===== config.mk =====
export PLATFORM = sky130hd
export DESIGN_NAME = uart_pixel_packer
export DESIGN_NICKNAME = d
export VERILOG_FILES = /design/src/rtl/uart_lcd_pkg.sv /design/src/rtl/uart_pixel_packer_idle_timer.sv /design/src/rtl/uart_pixel_packer.sv
export SDC_FILE = /design/constraint.sdc
export NUM_CORES = 1
export LEC_CHECK = 0
export BUFFER_PORTS_ARGS = -buffer_cell sky130_fd_sc_hd__buf_2
export CAP_MARGIN = 5
export CORE_MARGIN = 2
export CORE_UTILIZATION = 57
export CTS_CLUSTER_DIAMETER = 120
export CTS_CLUSTER_SIZE = 24
export DETAILED_ROUTE_END_ITERATION = 12
export PLACE_DENSITY_LB_ADDON = 0.1
export SLEW_MARGIN = 10
export SYNTH_ARGS = -nofsm -noshare
export SYNTH_HDL_FRONTEND = slang
export SYNTH_SLANG_ARGS = --single-unit

===== constraint.sdc =====
create_clock -name clk -period 2.7 [get_ports clk]
set_input_delay 0 -clock clk [delete_from_list [all_inputs] [get_ports clk]]
set_output_delay 0 -clock clk [all_outputs]
set_load 0.005 [all_outputs]

===== src/rtl/uart_lcd_pkg.sv =====
// rtl/uart_lcd_pkg.sv - shared constants, state encoding and helpers for the UART-to-LCD pixel path.
package uart_lcd_pkg;

  localparam logic [7:0] SYNC0 = 8'h55;
  localparam logic [7:0] SYNC1 = 8'hAA;

  typedef enum logic [2:0] {
    S_HUNT0,
    S_HUNT1,
    S_HI,
    S_LO,
    S_OUT
  } state_e;

  function automatic int unsigned frame_pixels(input int unsigned h, input int unsigned v);
    return h * v;
  endfunction

endpackage


===== src/rtl/uart_pixel_packer_idle_timer.sv =====
// rtl/uart_pixel_packer_idle_timer.sv - idle cycle counter with clear, enable and terminal-count expire.
module idle_timer #(
  parameter int unsigned TIMEOUT_CYC = 500000
) (
  input  logic clk,
  input  logic rst_n,
  input  logic clr,
  input  logic en,
  output logic expire
);

  localparam logic [23:0] LIMIT = 24'(TIMEOUT_CYC - 1);

  logic [23:0] cnt_q;
  logic [23:0] cnt_d;

  // expire deliberately ignores clr: the owner decides whether a same-cycle byte wins
  assign expire = en && (cnt_q == LIMIT);

  always_comb begin
    cnt_d = cnt_q;
    if (clr) begin
      cnt_d = '0;
    end else if (en) begin
      cnt_d = expire ? '0 : cnt_q + 24'd1;
    end
  end

  always_ff @(posedge clk or negedge rst_n) begin
    if (!rst_n) begin
      cnt_q <= '0;
    end else begin
      cnt_q <= cnt_d;
    end
  end

endmodule


===== src/rtl/uart_pixel_packer.sv =====
// rtl/uart_pixel_packer.sv - hunts a 55 AA header in a byte stream and packs byte pairs into addressed RGB565 pixels.
module uart_pixel_packer
  import uart_lcd_pkg::*;
#(
  parameter int unsigned CLK_FRE     = 50,
  parameter int unsigned H_ACTIVE    = 480,
  parameter int unsigned V_ACTIVE    = 272,
  parameter int unsigned ADDR_W      = 17,
  parameter int unsigned TIMEOUT_CYC = 500000
) (
  input  logic              clk,
  input  logic              rst_n,
  input  logic [7:0]        rx_data,
  input  logic              rx_data_valid,
  output logic              rx_data_ready,
  output logic [15:0]       pix_data,
  output logic [ADDR_W-1:0] pix_addr,
  output logic              pix_valid,
  input  logic              pix_ready,
  output logic              frame_done,
  output logic              frame_err
);

  localparam logic [ADDR_W-1:0] LAST_ADDR = ADDR_W'(frame_pixels(H_ACTIVE, V_ACTIVE) - 1);

  if (CLK_FRE == 0) begin : g_bad_clk
    $error("uart_pixel_packer: CLK_FRE must be non-zero");
  end
  if ((64'd1 << ADDR_W) < 64'(frame_pixels(H_ACTIVE, V_ACTIVE))) begin : g_bad_addr
    $error("uart_pixel_packer: ADDR_W too small for H_ACTIVE*V_ACTIVE");
  end
  if (TIMEOUT_CYC < 1 || TIMEOUT_CYC >= (1 << 24)) begin : g_bad_timeout
    $error("uart_pixel_packer: TIMEOUT_CYC out of range");
  end

  state_e            state_q, state_d;
  logic              rx_ready_q, rx_ready_d;
  logic [15:0]       pix_data_q, pix_data_d;
  logic [ADDR_W-1:0] pix_addr_q, pix_addr_d;
  logic              pix_valid_q, pix_valid_d;
  logic              frame_done_q, frame_done_d;
  logic              frame_err_q, frame_err_d;
  logic [7:0]        hi_q, hi_d;

  logic byte_acc;
  logic timer_en;
  logic timer_clr;
  logic timer_expire;

  assign byte_acc  = rx_data_valid && rx_ready_q;
  assign timer_en  = (state_q == S_HI) || (state_q == S_LO);
  assign timer_clr = byte_acc || ((state_d == S_HI) && (state_q != S_HI));

  idle_timer #(
    .TIMEOUT_CYC(TIMEOUT_CYC)
  ) u_idle_timer (
    .clk   (clk),
    .rst_n (rst_n),
    .clr   (timer_clr),
    .en    (timer_en),
    .expire(timer_expire)
  );

  always_comb begin
    state_d      = state_q;
    pix_data_d   = pix_data_q;
    pix_addr_d   = pix_addr_q;
    pix_valid_d  = pix_valid_q;
    hi_d         = hi_q;
    frame_done_d = 1'b0;
    frame_err_d  = 1'b0;

    case (state_q)
      S_HUNT0: begin
        if (byte_acc && rx_data == SYNC0) begin
          state_d = S_HUNT1;
        end
      end
      S_HUNT1: begin
        if (byte_acc) begin
          if (rx_data == SYNC1) begin
            state_d    = S_HI;
            pix_addr_d = '0;
          end else if (rx_data != SYNC0) begin
            state_d = S_HUNT0;
          end
        end
      end
      S_HI: begin
        if (byte_acc) begin
          hi_d    = rx_data;
          state_d = S_LO;
        end else if (timer_expire) begin
          frame_err_d = 1'b1;
          pix_addr_d  = '0;
          hi_d        = '0;
          state_d     = S_HUNT0;
        end
      end
      S_LO: begin
        if (byte_acc) begin
          pix_data_d  = {hi_q, rx_data};
          pix_valid_d = 1'b1;
          state_d     = S_OUT;
        end else if (timer_expire) begin
          frame_err_d = 1'b1;
          pix_addr_d  = '0;
          hi_d        = '0;
          state_d     = S_HUNT0;
        end
      end
      S_OUT: begin
        if (pix_ready) begin
          pix_valid_d = 1'b0;
          if (pix_addr_q == LAST_ADDR) begin
            frame_done_d = 1'b1;
            pix_addr_d   = '0;
            state_d      = S_HUNT0;
          end else begin
            pix_addr_d = pix_addr_q + 1'b1;
            state_d    = S_HI;
          end
        end
      end
      default: state_d = S_HUNT0;
    endcase

    // Ready follows the next state so it drops in the cycle the low byte lands
    rx_ready_d = (state_d != S_OUT);
  end

  always_ff @(posedge clk or negedge rst_n) begin
    if (!rst_n) begin
      state_q      <= S_HUNT0;
      rx_ready_q   <= 1'b0;
      pix_data_q   <= '0;
      pix_addr_q   <= '0;
      pix_valid_q  <= 1'b0;
      frame_done_q <= 1'b0;
      frame_err_q  <= 1'b0;
      hi_q         <= '0;
    end else begin
      state_q      <= state_d;
      rx_ready_q   <= rx_ready_d;
      pix_data_q   <= pix_data_d;
      pix_addr_q   <= pix_addr_d;
      pix_valid_q  <= pix_valid_d;
      frame_done_q <= frame_done_d;
      frame_err_q  <= frame_err_d;
      hi_q         <= hi_d;
    end
  end

  assign rx_data_ready = rx_ready_q;
  assign pix_data      = pix_data_q;
  assign pix_addr      = pix_addr_q;
  assign pix_valid     = pix_valid_q;
  assign frame_done    = frame_done_q;
  assign frame_err     = frame_err_q;

endmodule


# After elaboration in Yosys (flattened, before gate mapping)
# Index checks and enable logic that the tools add are counted.
# totals
ff_bits,72
latchBits,0
ramBits,0
romBits,0
inputBits,12
output_inout_bits,37
elab_cells,79
mem_count,0
# classes
addsub,2
n_mul,0
div_mod_pow,0
magnitude_cmp,0
eq_ne,19
n_shift,0
mux,33
bitwise,0
reduce_logical,16
# ops
operator,count
17-bit 2-to-1 mux,6
24-bit 2-to-1 mux,3
17-bit one-hot mux with 3 select lines,1
"24-bit by 1-bit adder with 24-bit output, second input constant",1
"24-bit by 19-bit equality test with 1-bit output, second input constant",1
3-bit 2-to-1 mux,8
8-bit 2-to-1 mux,3
"17-bit by 1-bit adder with 17-bit output, second input constant",1
"17-bit equality test, second input constant",1
8-bit one-hot mux with 2 select lines,1
3-bit one-hot mux with 5 select lines,1
"2-bit inequality test, second input constant",6
"3-bit by 2-bit equality test with 1-bit output, second input constant",3
"8-bit by 7-bit equality test with 1-bit output, second input constant",1
"8-bit equality test, second input constant",1
1-bit 2-to-1 mux,8
"8-bit by 7-bit inequality test with 1-bit output, second input constant",1
6-bit AND reduction,1
2-bit nonzero test,3
1-bit logical AND,4
2-bit AND reduction,2
"3-bit by 1-bit equality test with 1-bit output, second input constant",1
"3-bit equality test, second input constant",1
3-bit logical NOT,1
other kinds (9),10

# Longest topological paths before layout
# depth
word_depth,10
mapped_depth,10
ltp_nobuf,7

# Hierarchy
# Synthesis repeated with hierarchy kept, for this count alone.
# hier_totals
hier_cells,350
hier_area_um2,3683.5
# modules_own_cells
mod,instances,cells_per_inst,area_each_um2,seq_area_each_um2
uart_pixel_packer,1,211,2362.3,1201.2
idle_timer,1,139,1321.3,600.6

# Worst setup path before layout
# No wires, ideal clock.
# synth_path
path_kind,register -> register
from,register u_idle_timer.cnt_q[5]
to,register pix_addr_q[4] (netlist: pix_addr[4])
setup_ns,0.081
arrival_time_ns,2.386
path_slack_ns,0.233
path_stages_with_launch,8
n_path_buf,1
period_less_slack_ns,2.467
cell_sequence,dfrtp_1 > buf_6 > or4_1 > or4_4 > nor2_8 > o21ai_4 > or4_4 > o211ai_2
# synth_via
elab_chain_cells,4
# synth_rtl
element,line_no,source
start: declaration,uart_pixel_packer_idle_timer.sv:14,logic [23:0] cnt_q;
start signal: assignment,uart_pixel_packer_idle_timer.sv:33,cnt_q <= cnt_d;
24-bit by 19-bit equality test with 1-bit output,uart_pixel_packer_idle_timer.sv:18,assign expire = en && (cnt_q == LIMIT);
1-bit logical AND,uart_pixel_packer_idle_timer.sv:18,
2-bit by 1-bit inequality test with 1-bit output (no source line),n/a,
6-bit AND reduction (no source line),n/a,
end signal: assignment,uart_pixel_packer.sv:146,pix_addr_q <= pix_addr_d;
end: declaration,uart_pixel_packer.sv:39,"logic [ADDR_W-1:0] pix_addr_q, pix_addr_d;"
# No other way between the ends.
# A chain may end at the register's enable or synchronous reset.

# Final worst setup path
# layout_path
from,register u_idle_timer.cnt_q[14]
to,register pix_addr_q[6] (netlist: pix_addr[6])
# Same word-level chain as after synthesis.

==> results.sh <==
export IMPL_fin_nets=432
export IMPL_port_buffers=48
export IMPL_cp_top_family="simple AND/OR/NAND/NOR gates"
export IMPL_clock_skew_ns=0.01078
export IMPL_area_growth_pct=20.24
export IMPL_grt_ovfl_total=0
export IMPL_drt_pass1_iterations=5
export IMPL_cp_num_buf_inv=1
export IMPL_ys_seq_elements=72
export IMPL_ys_seq_area_share_pct=51.85
export IMPL_final_hold_violation_count=0
export IMPL_synth_common_cells="72 x dfrtp_1, 45 x nor2_1, 35 x nand2_1, 28 x o21ai_0"
export IMPL_avgSynthCellArea_um2=9.899
export IMPL_cts_tree="yes"
export IMPL_setup_viol=0
export IMPL_crit_path_start_kind="register"
export IMPL_hold_path_startpoint="rx_data_valid"
export IMPL_required_ns=2.93
export IMPL_initial_core_util_pct=58.69
export IMPL_netlist_area_leader_share_pct=51.85
export IMPL_synth_cells=351
export IMPL_drc_errors=0
export IMPL_dieHeight_um=82.08
export IMPL_pwr_density_cell_mw_per_mm2=703.6
export IMPL_wire_per_inst_um=15.37
export IMPL_design_die_area_mm2=0.006736
export IMPL_fmax_mhz=401.2
export IMPL_clock_latency_ns=0.34
export IMPL_rr_endpoint="pix_addr[6]"
export IMPL_fin_cells=498
export IMPL_r2r_cells=7
export IMPL_timing_critical_path_cells="or4_1 > or4_4 > nor2_8 > o21ai_4 > buf_4 > nand2b_1 > a22o_1"
export IMPL_power_total_mw=2.939
export IMPL_synth_most_common_cell="dfrtp_1"
export IMPL_antenna_found_initial=0
export IMPL_r2r_start="u_idle_timer.cnt_q[14]"
export IMPL_grt_max_degree=29
export IMPL_num_rows=28
export IMPL_min_to="frame_err"
export IMPL_crit_fanout=11
export IMPL_max_cap_violations=0
export IMPL_synth_cell_types=45
export IMPL_io_pins=49
export IMPL_drt_iter0_drc=149
export IMPL_routed_via_density=5.829
export IMPL_cp_slowest_cell="or4_4"
export IMPL_gp_congestion=0.8053
export IMPL_worst_setup_path_end_kind="register"
export IMPL_ys_async_sr_fraction_pct=100.0
export IMPL_layout_drive_gt1_share_pct=22.93
export IMPL_ant_nets=0
export IMPL_numCtsBuffers=9
export IMPL_synth_top_area_cell="dfrtp_1"
export IMPL_relSlewSlack_pct=54.72
export IMPL_leakagePower_nw=1.948
export IMPL_core_area_mm2=0.005921
export IMPL_vias=2903
export IMPL_path_clk_slew_ns=0.08
export IMPL_tightest_slew_ns=0.6793
export IMPL_min_period_over_period_pct=92.32
export IMPL_h_tree_depth=3
export IMPL_outcome="completed"
export IMPL_synth_area_top_cells="dfrtp_1 52%, mux2_2 5.2%, nor2_1 4.9%, o21ai_0 4.0%, nand2_1 3.8%"
export IMPL_clockRootBuffer="clkbuf_8"
export IMPL_worst_r2r_setup_slack_ns=0.21
export IMPL_routed_wl_um=7653
export IMPL_synth_edf_count=0
export IMPL_place_inst=472
export IMPL_drv_slew=0
export IMPL_layout_min_cycle_time_ns=2.493
export IMPL_grt_pass1_wl_um=12790
export IMPL_nFillCells=463
export IMPL_seq_area_mm2=0.001802
export IMPL_yosysWarnings=0
export IMPL_vdd_drop_max_v=0.0005053
export IMPL_holdPathStages=3
export IMPL_die_x_um=82.08
export IMPL_clockBufferDepth=2
export IMPL_grt_use_total_pct=24.94
export IMPL_grt_pass1_vias=2665
export IMPL_tns_ns=0
export IMPL_syn_area_mm2=0.003475
export IMPL_cts_sinks=72
export IMPL_post_route_util_pct=70.56
export IMPL_synth_nets=365
export IMPL_path_class="register to register"
export IMPL_worstPathArrival_ns=2.72
export IMPL_rsz0062_at_grt="false"
export IMPL_dp_hpwl_um=5211
export IMPL_critPathMaxStageDelay_ns=0.54
export IMPL_hp_class="primary input to register"
export IMPL_synth_main_ff_cell="dfrtp_1"
export IMPL_multi_input_area_mm2=0.001587
export IMPL_post_cts_buffers=0
export IMPL_antennaDiodeCount=0
-- metrics by stage --
step | setup slack, ns | hold WS [ns] | cell area [µm²]
floorplan | 0.2332 | -0.2956 | 3475
global placement | 0.2521 | 0.06764 | 3835
detailed placement | 0.2129 | 0.07568 | 3835
CTS | 0.2021 | 0.1477 | 4178
global route | 0.09117 | 0.2293 | 4178
finish | 0.2074 | 0.1748 | 4178
-- cells in the final DEF, fill, tap and decap left out, types with 8 or more instances in the layout --
master,count
o21ai_0,28
a21oi_1,15
nand2_1,35
xor2_1,8
dfrtp_1,72
buf_2,48
mux2_2,16
nand3_1,16
clkbuf_8,9
nand4_1,11
inv_1,8
dlygate4sd3_1,10
nor2_1,45
a22o_1,10
xnor2_1,9
nor3_1,9
buf_4,11
-- worst max path at each step --
stage,start,endpoint,slack [ns],cells past startpoint
after floorplan,u_idle_timer.cnt_q[5],pix_addr[4],0.23,7
after global placement,u_idle_timer.cnt_q[14],pix_addr[4],0.25,6
after detailed placement,u_idle_timer.cnt_q[14],pix_addr[4],0.21,6
after CTS,u_idle_timer.cnt_q[14],pix_addr[4],0.20,6
after global routing,pix_addr[0],u_idle_timer.cnt_q[19],0.09,7
final,u_idle_timer.cnt_q[14],pix_addr[6],0.21,7
-- registers in the layout, indices dropped and copies added (netlist names) --
register	count
u_idle_timer.cnt_q	24
frame_err	1
hi_q	8
frame_done	1
rx_data_ready	1
pix_addr	17
state_q	3
pix_valid	1
pix_data	16
-- metal layers --
| layer | vias up | share of wire (%) | global-route usage, % |
|---|---|---|---|
| li1 | 1402 | - | - |
| met1 | 1427 | 48 | 35.36 |
| met2 | 69 | 47 | 38.86 |
| met3 | 5 | 4.2 | 4.066 |
| met4 | 0 | 0.69 | 9.000 |
| met5 | - | 0 | 0 |
-- timing repair --
| item | 4_1_cts | 5_1_grt |
|---|---|---|
| endpoints found under the hold margin | 44 | 0 |
| gates resized for setup | 0 | 0 |
| hold buffers | 10 | 0 |
-- where the power goes --
part,internal [mW],switching [mW],leakage [nW]
combinational,0.279,0.257,0.850
clock,0.615,0.414,0.116
sequential,1.26,0.113,0.982
total,2.16,0.784,1.95
-- worst min-delay path, stage by stage --
cell and delay [ns]:
buf_2 0.09, and2_1 0.26, nor4_1 0.12
-- final cells by class --
type                       instances  area share, %
clock inverter                     7          2.845
sequential                        72          43.13
tap                               75          2.246
timing repair buffer              69          10.12
multi-input combinational        258          37.98
clock buffer                       9          2.965
inverter                           8         0.7188
-- cell families after synthesis --
family | after synthesis | synth area share (%)
compound gates | 70 | 12.75
xor+xnor | 17 | 4.285
fa+ha+maj | 2 | 0.7201
buf+inv | 21 | 2.485
flops | 72 | 51.85
mux | 17 | 5.473
simple gates | 152 | 22.43
No activity file was read; power rests on OpenSTA's default activity.
